File: src/rtl/iobus_arbiter_if.sv
// Signal bundle joining two requesters and one MCS-style IO bus target through the arbiter.
// The master view belongs to the arbiter, which masters the shared target bus.
interface iobus_arbiter_if;
  logic        m0_req,   m1_req;
  logic        m0_we,    m1_we;
  logic [31:0] m0_addr,  m1_addr;
  logic [3:0]  m0_be,    m1_be;
  logic [31:0] m0_wdata, m1_wdata;
  logic        m0_ack,   m1_ack;
  logic        m0_err,   m1_err;
  logic [31:0] m0_rdata, m1_rdata;
  logic        s_addr_strobe, s_read_strobe, s_write_strobe;
  logic [31:0] s_address;
  logic [3:0]  s_byte_enable;
  logic [31:0] s_write_data;
  logic [31:0] s_read_data;
  logic        s_ready;
  logic        busy;

  modport master (
    input  m0_req, m1_req, m0_we, m1_we, m0_addr, m1_addr, m0_be, m1_be,
    input  m0_wdata, m1_wdata, s_read_data, s_ready,
    output m0_ack, m1_ack, m0_err, m1_err, m0_rdata, m1_rdata,
    output s_addr_strobe, s_read_strobe, s_write_strobe, s_address, s_byte_enable,
    output s_write_data, busy
  );

  modport slave (
    output m0_req, m1_req, m0_we, m1_we, m0_addr, m1_addr, m0_be, m1_be,
    output m0_wdata, m1_wdata, s_read_data, s_ready,
    input  m0_ack, m1_ack, m0_err, m1_err, m0_rdata, m1_rdata,
    input  s_addr_strobe, s_read_strobe, s_write_strobe, s_address, s_byte_enable,
    input  s_write_data, busy
  );
endinterface

File: src/rtl/iobus_arbiter.sv
// Round-robin arbiter giving two requesters one-at-a-time access to an IO bus target,
// with a bounded wait that completes with an error instead of hanging.
module iobus_arbiter #(
  parameter int unsigned TIMEOUT  = 255,
  parameter logic [31:0] ERR_DATA = 32'hDEADBEEF
) (
  input  logic           clk,
  input  logic           rst_n,
  iobus_arbiter_if.master bus
);

  typedef enum logic [1:0] {StIdle, StStrobe, StWait, StDone} state_e;

  localparam logic [15:0] CntLast = 16'(TIMEOUT - 1);

  state_e      r_state, w_state_d;
  logic        r_last_grant, w_last_grant_d;
  logic [15:0] r_cnt, w_cnt_d;
  logic        r_we, w_we_d;
  logic [31:0] r_address, w_address_d;
  logic [3:0]  r_be, w_be_d;
  logic [31:0] r_wdata, w_wdata_d;
  logic        r_addr_stb, w_addr_stb_d;
  logic        r_rd_stb, w_rd_stb_d;
  logic        r_wr_stb, w_wr_stb_d;
  logic [1:0]  r_ack, w_ack_d;
  logic [1:0]  r_err, w_err_d;
  logic [31:0] r_rdata0, w_rdata0_d;
  logic [31:0] r_rdata1, w_rdata1_d;
  logic        r_busy, w_busy_d;
  logic        w_grant1, w_fin, w_timeout;
  logic [31:0] w_rd_val;

  // m1 wins when alone, or when both ask and m0 was served last.
  assign w_grant1 = bus.m1_req & (~bus.m0_req | ~r_last_grant);

  always_comb begin
    w_state_d      = r_state;
    w_last_grant_d = r_last_grant;
    w_cnt_d        = r_cnt;
    w_we_d         = r_we;
    w_address_d    = r_address;
    w_be_d         = r_be;
    w_wdata_d      = r_wdata;
    w_addr_stb_d   = 1'b0;
    w_rd_stb_d     = 1'b0;
    w_wr_stb_d     = 1'b0;
    w_ack_d        = 2'b00;
    w_err_d        = 2'b00;
    w_rdata0_d     = r_rdata0;
    w_rdata1_d     = r_rdata1;
    w_fin          = 1'b0;
    w_timeout      = 1'b0;
    w_rd_val       = bus.s_read_data;

    unique case (r_state)
      StIdle: begin
        if (bus.m0_req || bus.m1_req) begin
          w_state_d      = StStrobe;
          w_last_grant_d = w_grant1;
          w_we_d         = w_grant1 ? bus.m1_we    : bus.m0_we;
          w_address_d    = w_grant1 ? bus.m1_addr  : bus.m0_addr;
          w_be_d         = w_grant1 ? bus.m1_be    : bus.m0_be;
          w_wdata_d      = w_grant1 ? bus.m1_wdata : bus.m0_wdata;
          w_addr_stb_d   = 1'b1;
          w_rd_stb_d     = ~w_we_d;
          w_wr_stb_d     = w_we_d;
        end
      end
      StStrobe: begin
        w_cnt_d   = '0;
        w_state_d = StWait;
      end
      StWait: begin
        // A ready arriving on the final allowed cycle still completes normally.
        if (bus.s_ready) begin
          w_state_d = StDone;
          w_fin     = 1'b1;
        end else if (r_cnt == CntLast) begin
          w_state_d = StDone;
          w_fin     = 1'b1;
          w_timeout = 1'b1;
        end else begin
          w_cnt_d = r_cnt + 16'd1;
        end
      end
      StDone: w_state_d = StIdle;
      default: w_state_d = StIdle;
    endcase

    if (w_fin) begin
      w_ack_d[r_last_grant] = 1'b1;
      w_err_d[r_last_grant] = w_timeout;
      if (!r_we) begin
        w_rd_val = w_timeout ? ERR_DATA : bus.s_read_data;
        if (r_last_grant) w_rdata1_d = w_rd_val;
        else              w_rdata0_d = w_rd_val;
      end
    end

    w_busy_d = (w_state_d != StIdle);
  end

  always_ff @(posedge clk or negedge rst_n) begin
    if (!rst_n) begin
      r_state      <= StIdle;
      r_last_grant <= 1'b1;
      r_cnt        <= '0;
      r_we         <= 1'b0;
      r_address    <= '0;
      r_be         <= '0;
      r_wdata      <= '0;
      r_addr_stb   <= 1'b0;
      r_rd_stb     <= 1'b0;
      r_wr_stb     <= 1'b0;
      r_ack        <= 2'b00;
      r_err        <= 2'b00;
      r_rdata0     <= '0;
      r_rdata1     <= '0;
      r_busy       <= 1'b0;
    end else begin
      r_state      <= w_state_d;
      r_last_grant <= w_last_grant_d;
      r_cnt        <= w_cnt_d;
      r_we         <= w_we_d;
      r_address    <= w_address_d;
      r_be         <= w_be_d;
      r_wdata      <= w_wdata_d;
      r_addr_stb   <= w_addr_stb_d;
      r_rd_stb     <= w_rd_stb_d;
      r_wr_stb     <= w_wr_stb_d;
      r_ack        <= w_ack_d;
      r_err        <= w_err_d;
      r_rdata0     <= w_rdata0_d;
      r_rdata1     <= w_rdata1_d;
      r_busy       <= w_busy_d;
    end
  end

  assign bus.s_addr_strobe  = r_addr_stb;
  assign bus.s_read_strobe  = r_rd_stb;
  assign bus.s_write_strobe = r_wr_stb;
  assign bus.s_address      = r_address;
  assign bus.s_byte_enable  = r_be;
  assign bus.s_write_data   = r_wdata;
  assign bus.m0_ack         = r_ack[0];
  assign bus.m1_ack         = r_ack[1];
  assign bus.m0_err         = r_err[0];
  assign bus.m1_err         = r_err[1];
  assign bus.m0_rdata       = r_rdata0;
  assign bus.m1_rdata       = r_rdata1;
  assign bus.busy           = r_busy;

endmodule

File: src/flat_wrapper.sv
// flat-port wrapper written by rule: the top's interface ports become plain ports
module iobus_arbiter_flat 
#(
  parameter int unsigned TIMEOUT  = 255,
  parameter logic [31:0] ERR_DATA = 32'hDEADBEEF
)
  (clk, rst_n, bus_m0_req, bus_m1_req, bus_m0_we, bus_m1_we, bus_m0_addr, bus_m1_addr, bus_m0_be, bus_m1_be, bus_m0_wdata, bus_m1_wdata, bus_s_read_data, bus_s_ready, bus_m0_ack, bus_m1_ack, bus_m0_err, bus_m1_err, bus_m0_rdata, bus_m1_rdata, bus_s_addr_strobe, bus_s_read_strobe, bus_s_write_strobe, bus_s_address, bus_s_byte_enable, bus_s_write_data, bus_busy);
  iobus_arbiter_if bus_i ();
  input  logic clk;
  input  logic rst_n;
  input wire logic [$bits(bus_i.m0_req)-1:0] bus_m0_req;
  input wire logic [$bits(bus_i.m1_req)-1:0] bus_m1_req;
  input wire logic [$bits(bus_i.m0_we)-1:0] bus_m0_we;
  input wire logic [$bits(bus_i.m1_we)-1:0] bus_m1_we;
  input wire logic [$bits(bus_i.m0_addr)-1:0] bus_m0_addr;
  input wire logic [$bits(bus_i.m1_addr)-1:0] bus_m1_addr;
  input wire logic [$bits(bus_i.m0_be)-1:0] bus_m0_be;
  input wire logic [$bits(bus_i.m1_be)-1:0] bus_m1_be;
  input wire logic [$bits(bus_i.m0_wdata)-1:0] bus_m0_wdata;
  input wire logic [$bits(bus_i.m1_wdata)-1:0] bus_m1_wdata;
  input wire logic [$bits(bus_i.s_read_data)-1:0] bus_s_read_data;
  input wire logic [$bits(bus_i.s_ready)-1:0] bus_s_ready;
  output wire logic [$bits(bus_i.m0_ack)-1:0] bus_m0_ack;
  output wire logic [$bits(bus_i.m1_ack)-1:0] bus_m1_ack;
  output wire logic [$bits(bus_i.m0_err)-1:0] bus_m0_err;
  output wire logic [$bits(bus_i.m1_err)-1:0] bus_m1_err;
  output wire logic [$bits(bus_i.m0_rdata)-1:0] bus_m0_rdata;
  output wire logic [$bits(bus_i.m1_rdata)-1:0] bus_m1_rdata;
  output wire logic [$bits(bus_i.s_addr_strobe)-1:0] bus_s_addr_strobe;
  output wire logic [$bits(bus_i.s_read_strobe)-1:0] bus_s_read_strobe;
  output wire logic [$bits(bus_i.s_write_strobe)-1:0] bus_s_write_strobe;
  output wire logic [$bits(bus_i.s_address)-1:0] bus_s_address;
  output wire logic [$bits(bus_i.s_byte_enable)-1:0] bus_s_byte_enable;
  output wire logic [$bits(bus_i.s_write_data)-1:0] bus_s_write_data;
  output wire logic [$bits(bus_i.busy)-1:0] bus_busy;
  assign bus_i.m0_req = bus_m0_req;
  assign bus_i.m1_req = bus_m1_req;
  assign bus_i.m0_we = bus_m0_we;
  assign bus_i.m1_we = bus_m1_we;
  assign bus_i.m0_addr = bus_m0_addr;
  assign bus_i.m1_addr = bus_m1_addr;
  assign bus_i.m0_be = bus_m0_be;
  assign bus_i.m1_be = bus_m1_be;
  assign bus_i.m0_wdata = bus_m0_wdata;
  assign bus_i.m1_wdata = bus_m1_wdata;
  assign bus_i.s_read_data = bus_s_read_data;
  assign bus_i.s_ready = bus_s_ready;
  assign bus_m0_ack = bus_i.m0_ack;
  assign bus_m1_ack = bus_i.m1_ack;
  assign bus_m0_err = bus_i.m0_err;
  assign bus_m1_err = bus_i.m1_err;
  assign bus_m0_rdata = bus_i.m0_rdata;
  assign bus_m1_rdata = bus_i.m1_rdata;
  assign bus_s_addr_strobe = bus_i.s_addr_strobe;
  assign bus_s_read_strobe = bus_i.s_read_strobe;
  assign bus_s_write_strobe = bus_i.s_write_strobe;
  assign bus_s_address = bus_i.s_address;
  assign bus_s_byte_enable = bus_i.s_byte_enable;
  assign bus_s_write_data = bus_i.s_write_data;
  assign bus_busy = bus_i.busy;
  iobus_arbiter #(.TIMEOUT(TIMEOUT), .ERR_DATA(ERR_DATA)) u_core (.clk(clk), .rst_n(rst_n), .bus(bus_i));
endmodule
File: config.mk
export PLATFORM = sky130hd
export DESIGN_NAME = iobus_arbiter_flat
export DESIGN_NICKNAME = d
export VERILOG_FILES = /design/src/rtl/iobus_arbiter_if.sv /design/src/rtl/iobus_arbiter.sv /design/src/flat_wrapper.sv
export SDC_FILE = /design/constraint.sdc
export NUM_CORES = 1
export LEC_CHECK = 0
export BUFFER_PORTS_ARGS = -buffer_cell sky130_fd_sc_hd__buf_4
export CELL_PAD_IN_SITES_DETAIL_PLACEMENT = 1
export CELL_PAD_IN_SITES_GLOBAL_PLACEMENT = 1
export CORE_MARGIN = 4
export CORE_UTILIZATION = 32
export CTS_CLUSTER_DIAMETER = 150
export DETAILED_ROUTE_END_ITERATION = 6
export GPL_TIMING_DRIVEN = 0
export PLACE_DENSITY = 0.88
export SYNTH_ARGS = -nofsm -noshare
export SYNTH_HDL_FRONTEND = slang
export SYNTH_SLANG_ARGS = --single-unit
File: constraint.sdc
create_clock -name clk -period 1.65 [get_ports clk]
set_input_delay 0.4125 -clock clk [delete_from_list [all_inputs] [get_ports clk]]
set_output_delay 0.4125 -clock clk [all_outputs]
set_load 0.05 [all_outputs]
==> results of run 1 <==
[power breakdown]
group / switching (mW) / total (mW) / internal [mW]
combinational: 9.94 / 14.8 / 4.88
sequential: 1.36 / 7.06 / 5.70
clock: 1.72 / 4.02 / 2.30
[cells in the mapped netlist, types with 2 or more instances]
cell type / n / share of area [%]
o21ai_1: 4 / 0.27
nor2_1: 14 / 0.71
nand2_1: 86 / 4.4
dfrtp_1: 159 / 54
and3b_1: 2 / 0.24
and4_1: 2 / 0.24
nand3_1: 7 / 0.47
o21ai_2: 5 / 0.59
a31o_2: 2 / 0.24
buf_6: 4 / 0.61
o31ai_1: 2 / 0.20
nor3b_1: 2 / 0.20
or3_1: 2 / 0.17
a31oi_1: 12 / 1.0
nor2b_1: 4 / 0.34
a21oi_1: 51 / 3.4
and3_1: 5 / 0.42
and4b_1: 3 / 0.40
inv_1: 8 / 0.40
buf_1: 2 / 0.10
clkbuf_1: 38 / 1.9
o211ai_1: 3 / 0.30
mux2i_1: 74 / 10
and2_1: 2 / 0.17
nand4_1: 5 / 0.42
o21ai_0: 203 / 14
buf_4: 3 / 0.30
a211o_1: 2 / 0.24
ha_1: 5 / 0.84
nor3_1: 2 / 0.13
buf_2: 9 / 0.61
[cells by family (layout without fill, tap and decap cells)]
logic type,Yosys count,in the layout,share of synthesized area (%)
compound gates,294,294,21.31
xor+xnor,1,1,0.1180
fa+ha+maj,5,5,0.8430
buf+inv,65,452,4.215
flops,160,160,53.97
mux,74,74,9.981
simple gates,144,144,9.560
[worst max-delay path, stage by stage (launching register included)]
cell and delay, ns:
dfrtp_1 0.50, or3_1 0.42, clkbuf_1 0.21, o21ai_4 0.29
buf_2 0.21, a21oi_1 0.08
[sequential cells by signal, summed over array words and instances, names as in the netlist, 2 cells and up]
| register | count |
|---|---|
| u_core.bus.s_address | 32 |
| u_core.bus.s_byte_enable | 4 |
| u_core.r_state | 2 |
| u_core.r_err | 2 |
| u_core.bus.m1_rdata | 32 |
| u_core.r_cnt | 16 |
| u_core.r_ack | 2 |
| u_core.bus.s_write_data | 32 |
| u_core.bus.m0_rdata | 32 |
[per-layer routing]
metal  share of wire (%)  vias to the layer above  routed length (µm)  track usage [%]
met4                 2.9                        0                 874            6.023
met5                   0                        -                   0                0
met1                  38                     3725               11550            25.87
li1                    -                     3410                   -                -
met3                 4.7                       56                1428            4.645
met2                  54                      253               16250            40.96
[cell type report]
cell class,count,area [µm²],area share (%)
repair buffers,360,2882,24.16
inverters,8,30.03,0.2517
flip-flops and latches,160,4005,33.57
clock inverters,13,151.4,1.269
clock buffers,18,439.2,3.682
multi-input cells,518,3558,29.83
well taps,285,356.6,2.989
plain buffers,53,506.7,4.248
[final timing paths]
check                                         start                       end  slack, ns  depth (start not counted)
setup reg to reg                    u_core.r_cnt[8]   u_core.bus.m1_rdata[22]      -0.17                          5
hold reg to reg            u_core.bus.s_address[27]  u_core.bus.s_address[27]       0.48                          2
setup / recovery                    u_core.r_cnt[8]   u_core.bus.m1_rdata[22]      -0.17                          5
min in group asynchronous                     rst_n    u_core.bus.m0_rdata[2]       0.50                          2
max in group asynchronous                     rst_n   u_core.bus.s_address[5]       0.27                          3
hold / removal                           bus_m0_req       u_core.r_last_grant       0.21                          2
[timing repair]
action / in CTS / in global routing
hold buffers: 1 / 0
buffers inserted: 30 / 5
endpoints found under the hold margin: 44 / 0
cloned: 7 / 3
resized for setup: 205 / 102
pin swaps: 21 / 16
setup endpoints to repair: 154 / 148
==> metrics.yaml, run 1 <==
layout-drive-gt1-share_pct: 48.23
dp_slack_ns: -0.6324
synthToLayoutAreaGrowth_pct: 60.75
grt_pass1_vias: 8031
num_io_pins: 315
syn-cell-area_um2: 7421
cts_max_level: 4
violations: "setup timing"
dr.pass1.iters: 4
hp-class: "in2reg"
end_kind: "register"
cts_sinks: 160
worstSetupPathType: "reg2reg"
outcome: "complete, but fails checks"
power_per_cell_area_nw_per_um2: 2171
wl_um: 30110
final_net_count: 1298
synth_nets: 923
placed_area_um2: 10210
place.gp.congestion: 0.8196
nFillCells: 2537
route.vias.total: 7444
ys_seq_elements: 160
async_flop_share_pct: 100.0
die_y_um: 160.3
hold_viol_final: 0
arrival_ns: 2.11
clock_path_buffers: 2
clkLatencyLatePin_ns: 0.42
netlist_instances: 743
max-cap-violations: 0
die-area_um2: 25690
finalSetupViolations: 86
p_total_mw: 25.90
cts_tree: "done"
grt_use_total_pct: 22.12
core_area_um2: 22710
finalMaxSlewViolations: 0
rsz0062_at_grt: "yes"
fin_cells: 1415
postLayoutCoreUtil_pct: 52.53
slew_headroom_pct: 59.58
yosys_warnings: 0
row_count: 55
n_antenna_cell: 0
fin_crit_ns: 1.822
numCtsBuffers: 17
clk_pin_slew_ns: 0.06
required_ns: 1.94
die_width_um: 160.3
synth_edf_count: 0
wl_per_cell_um: 21.28
post-place-cells: 1343
root_buffer: "clkbuf_16"
drtIter0Drc: 325
skew_ns: 0.01760
viasPerCell: 5.261
place_hpwl_um: 21300
setup_slack_ns: -0.1720
tns_ns: -8.800
ys_seq_area_share_pct: 53.97
hold_ws_ns: 0.2127
io_buffers: 314
antenna_found_initial: 0
grt.overflow.total: 0
peakVddDrop_uv: 1274
yosysUniqueCellTypes: 52
fin_area_um2: 11930
critPathMaxFanout: 7
period_share_pct: 110.4
ys.flop_type: "dfrtp_1"
final_common_cell: "buf_4"
fmax_ghz: 0.5489
grt_max_degree: 117
worst_slew_pin_slew_ns: 0.6063
crit_path_start_kind: "register"
initial_core_util_pct: 32.68
drc: 0
p_leak_nw: 5.634
grt_pass1_wl_um: 45370
layout_common_cells: "buf_4 (342), dfrtp_1 (159), o21ai_0 (113)"
syn_area_per_cell_um2: 9.988
antenna_left: 0
Note: power is estimated with default switching activity, not from simulation.
==> inputs of run 2 (changes only) <==
--- a/config.mk
+++ b/config.mk
@@ -6,14 +6,15 @@
 export NUM_CORES = 1
 export LEC_CHECK = 0
 export BUFFER_PORTS_ARGS = -buffer_cell sky130_fd_sc_hd__buf_4
-export CELL_PAD_IN_SITES_DETAIL_PLACEMENT = 1
-export CELL_PAD_IN_SITES_GLOBAL_PLACEMENT = 1
+export CELL_PAD_IN_SITES_DETAIL_PLACEMENT = 2
+export CELL_PAD_IN_SITES_GLOBAL_PLACEMENT = 2
 export CORE_MARGIN = 4
-export CORE_UTILIZATION = 32
+export CORE_UTILIZATION = 25
 export CTS_CLUSTER_DIAMETER = 150
 export DETAILED_ROUTE_END_ITERATION = 6
 export GPL_TIMING_DRIVEN = 0
-export PLACE_DENSITY = 0.88
+export PLACE_DENSITY = 0.87
+export SLEW_MARGIN = 15
 export SYNTH_ARGS = -nofsm -noshare
 export SYNTH_HDL_FRONTEND = slang
 export SYNTH_SLANG_ARGS = --single-unit
==> run 2 against run 1 <==
  * The run still ends with setup timing left
  * Clock power is 2% higher
  * Global-route usage is 1.6 points lower
  * First-iteration DRC count is 4.9% higher
  * Hold slack hardly changed
  * Via count is 2.1% higher
  * Wire length is 19% higher
  * Combinational power is 3% higher
  * Critical path depth is 4 higher
  * Sequential share of layout area is 1.3 points lower
  * Critical endpoint is now u_core.bus.m1_rdata[21]
  * Largest power group unchanged
  * Highest routed layer unchanged
==> metrics.yaml, run 2 (synthesis gave the netlist of run 1 again) <==
outcome: "complete, but fails checks"
violations: "setup timing"
grt_pass1_vias: 8857  # +10%
min_to: "u_core.r_last_grant"
nFillCells: 3078  # +21%
p_sw_mw: 13.63  # +4.7%
hold_viol_final: 0  # unchanged
clock_path_buffers: 2  # unchanged
clk_pin_slew_ns: 0.07  # about the same
viasPerCell: 4.973  # -5.5%
rsz0062_at_grt: "yes"
die_width_um: 180.3  # +12%
max-cap-violations: 0  # unchanged
r2r_end: "u_core.bus.m1_rdata[21]"
grt_pass1_wl_um: 52670  # +16%
r2r_start: "u_core.r_state[0]"
wl_per_cell_um: 23.42  # +10%
rrSetupSlack_ns: -0.26  # -0.09 ns
antenna_left: 0  # unchanged
final_common_cell: "buf_4"
core_area_um2: 29010  # +28%
required_ns: 1.96  # +0.02 ns
setup_slack_ns: -0.2590  # -0.08701 ns
route.vias.total: 7603  # +2.1%
layout-drive-gt1-share_pct: 52.05  # +3.8 points
antenna_found_initial: 0  # unchanged
hp-class: "in2reg"
power_per_cell_area_nw_per_um2: 2138  # -1.5%
cts_sinks: 160  # unchanged
fin_cells: 1529  # +8.1%
intPower_mw: 12.92  # +0.32%
grt_max_degree: 86  # -26%
hold_ws_ns: 0.2125  # -0.0001570 ns
fin_crit_ns: 1.909  # +0.08701 ns
num_io_pins: 315  # unchanged
period_share_pct: 115.7  # +5.3 points
cts_max_level: 4  # unchanged
combPwrFrac_pct: 57.8  # +0.6 points
wl_um: 35810  # +19%
p_leak_nw: 5.717  # +1.5%
n_antenna_cell: 0  # unchanged
switching_share_pct: 51.35  # +1.1 points
worstSetupPathType: "reg2reg"
drc: 0  # unchanged
drtIter0Drc: 341  # +4.9%
peakVddDrop_uv: 723.8  # -43%
postLayoutCoreUtil_pct: 42.79  # -9.7 points
cts_tree: "done"
grt_use_total_pct: 20.48  # -1.6 points
cp_top_family: "buffers and inverters"
ff2ff_path_depth: 9  # +4
clkLatencyLatePin_ns: 0.43  # about the same
post-place-cells: 1442  # +7.4%
root_buffer: "clkbuf_16"
fmax_ghz: 0.5238  # -4.6%
worstHoldStart: "bus_m0_req"
worst_slew_pin_slew_ns: 0.7571  # +0.1508 ns
critPathMaxFanout: 7  # unchanged
numCtsBuffers: 17  # unchanged
grt.overflow.total: 0  # unchanged
layout_common_cells: "buf_4 (349), dfrtp_1 (155), o21ai_0 (103)"
hold-path-cell-count: 2  # unchanged
die-area_um2: 32500  # +27%
row_count: 62  # +13%
seqPwrFrac_pct: 26.7  # -0.6 points
die_y_um: 180.3  # +12%
slew_headroom_pct: 49.53  # -10 points
synthToLayoutAreaGrowth_pct: 67.31
place.gp.congestion: 0.7844  # -4.3%
io_buffers: 314  # unchanged
dr.pass1.iters: 4  # unchanged
end_kind: "register"
cp_slowest_cell: "dfrtp_1"
dp_slack_ns: -0.7546  # -0.1222 ns
cp_cell_sequence: "inv_2 -> ha_4 -> buf_6 -> nor2b_4 -> buf_6 -> nand3_4 -> buf_8 -> o21ai_4 -> o21ai_2"
final_net_count: 1312  # +1.1%
initial_core_util_pct: 25.58  # -7.1 points
arrival_ns: 2.21  # +0.10 ns
finalMaxSlewViolations: 0  # unchanged
crit_path_start_kind: "register"
finalSetupViolations: 84  # -2.3%
skew_ns: 0.01910  # +0.001500 ns
clkPwrFrac_pct: 15.5  # about the same
cp_num_buf_inv: 4  # +2
place_hpwl_um: 24460  # +15%
cpMostUsedCell: "buf_6"
max_stage_delay_ns: 0.41  # -0.09 ns
==> run 2: worst max-delay path by stage <==
stage / start / endpoint / slack, ns / cells after the start
CTS: u_core.r_state[0] / u_core.bus.m1_rdata[23] / -0.16 / 8
finish: u_core.r_state[0] / u_core.bus.m1_rdata[21] / -0.26 / 9
detailed placement: u_core.r_state[0] / u_core.bus.m0_rdata[2] / -0.75 / 7
global route: u_core.r_state[0] / u_core.bus.m1_rdata[21] / -0.33 / 9
global placement: rst_n / u_core.bus.s_write_data[13] / -0.82 / 1
floorplan: u_core.r_state[0] / u_core.r_cnt[12] / -0.04 / 7
==> run 2: timing repair <==
| item | CTS | global route |
|---|---|---|
| cloned | 7 | 4 |
| setup buffers | 29 | 21 |
| resized for setup | 200 | 180 |
| pin swaps | 20 | 31 |
| hold endpoints to repair | 59 | 0 |
| endpoints found under the setup margin | 154 | 135 |
| hold buffers | 1 | 0 |
==> run 2: power by group through the flow <==
stage	clock, mW	sequential [mW]	combinational [mW]
floorplan	0	12.3	2.99
global placement	0	6.82	13.1
detailed placement	0	6.95	13.5
CTS	4.19	6.96	14.6
global route	4.42	7.29	16.2
finish	4.12	7.08	15.3
==> run 2: area by class of cell <==
type | count | area [µm²] | area share (%)
timing repair buffer | 376 | 3027 | 24.38
clock inverter | 15 | 171.4 | 1.381
inverter | 8 | 30.03 | 0.2419
tap | 384 | 480.5 | 3.870
clock buffer | 17 | 425.4 | 3.426
sequential | 160 | 4010 | 32.30
multi-input combinational | 518 | 3754 | 30.23
buffer | 51 | 518.0 | 4.172
==> run 2: metrics by stage <==
stage	TNS, ns	power [mW]	area [µm²]
after floorplan	-0.05893	15.32	7461
after global placement	-183.73	19.87	10300
after detailed placement	-66.98	20.48	10330
after CTS	-7.974	25.72	11740
after global routing	-18.89	27.91	12420
final	-12.21	26.55	12420
==> run 2: metal layers <==
metal	GRT usage, %	vias up	share of wire, %
met1	23.33	3850	38
li1	-	3440	-
met3	4.865	48	4.9
met4	4.416	0	2.0
met2	38.80	265	55
met5	0	-	0
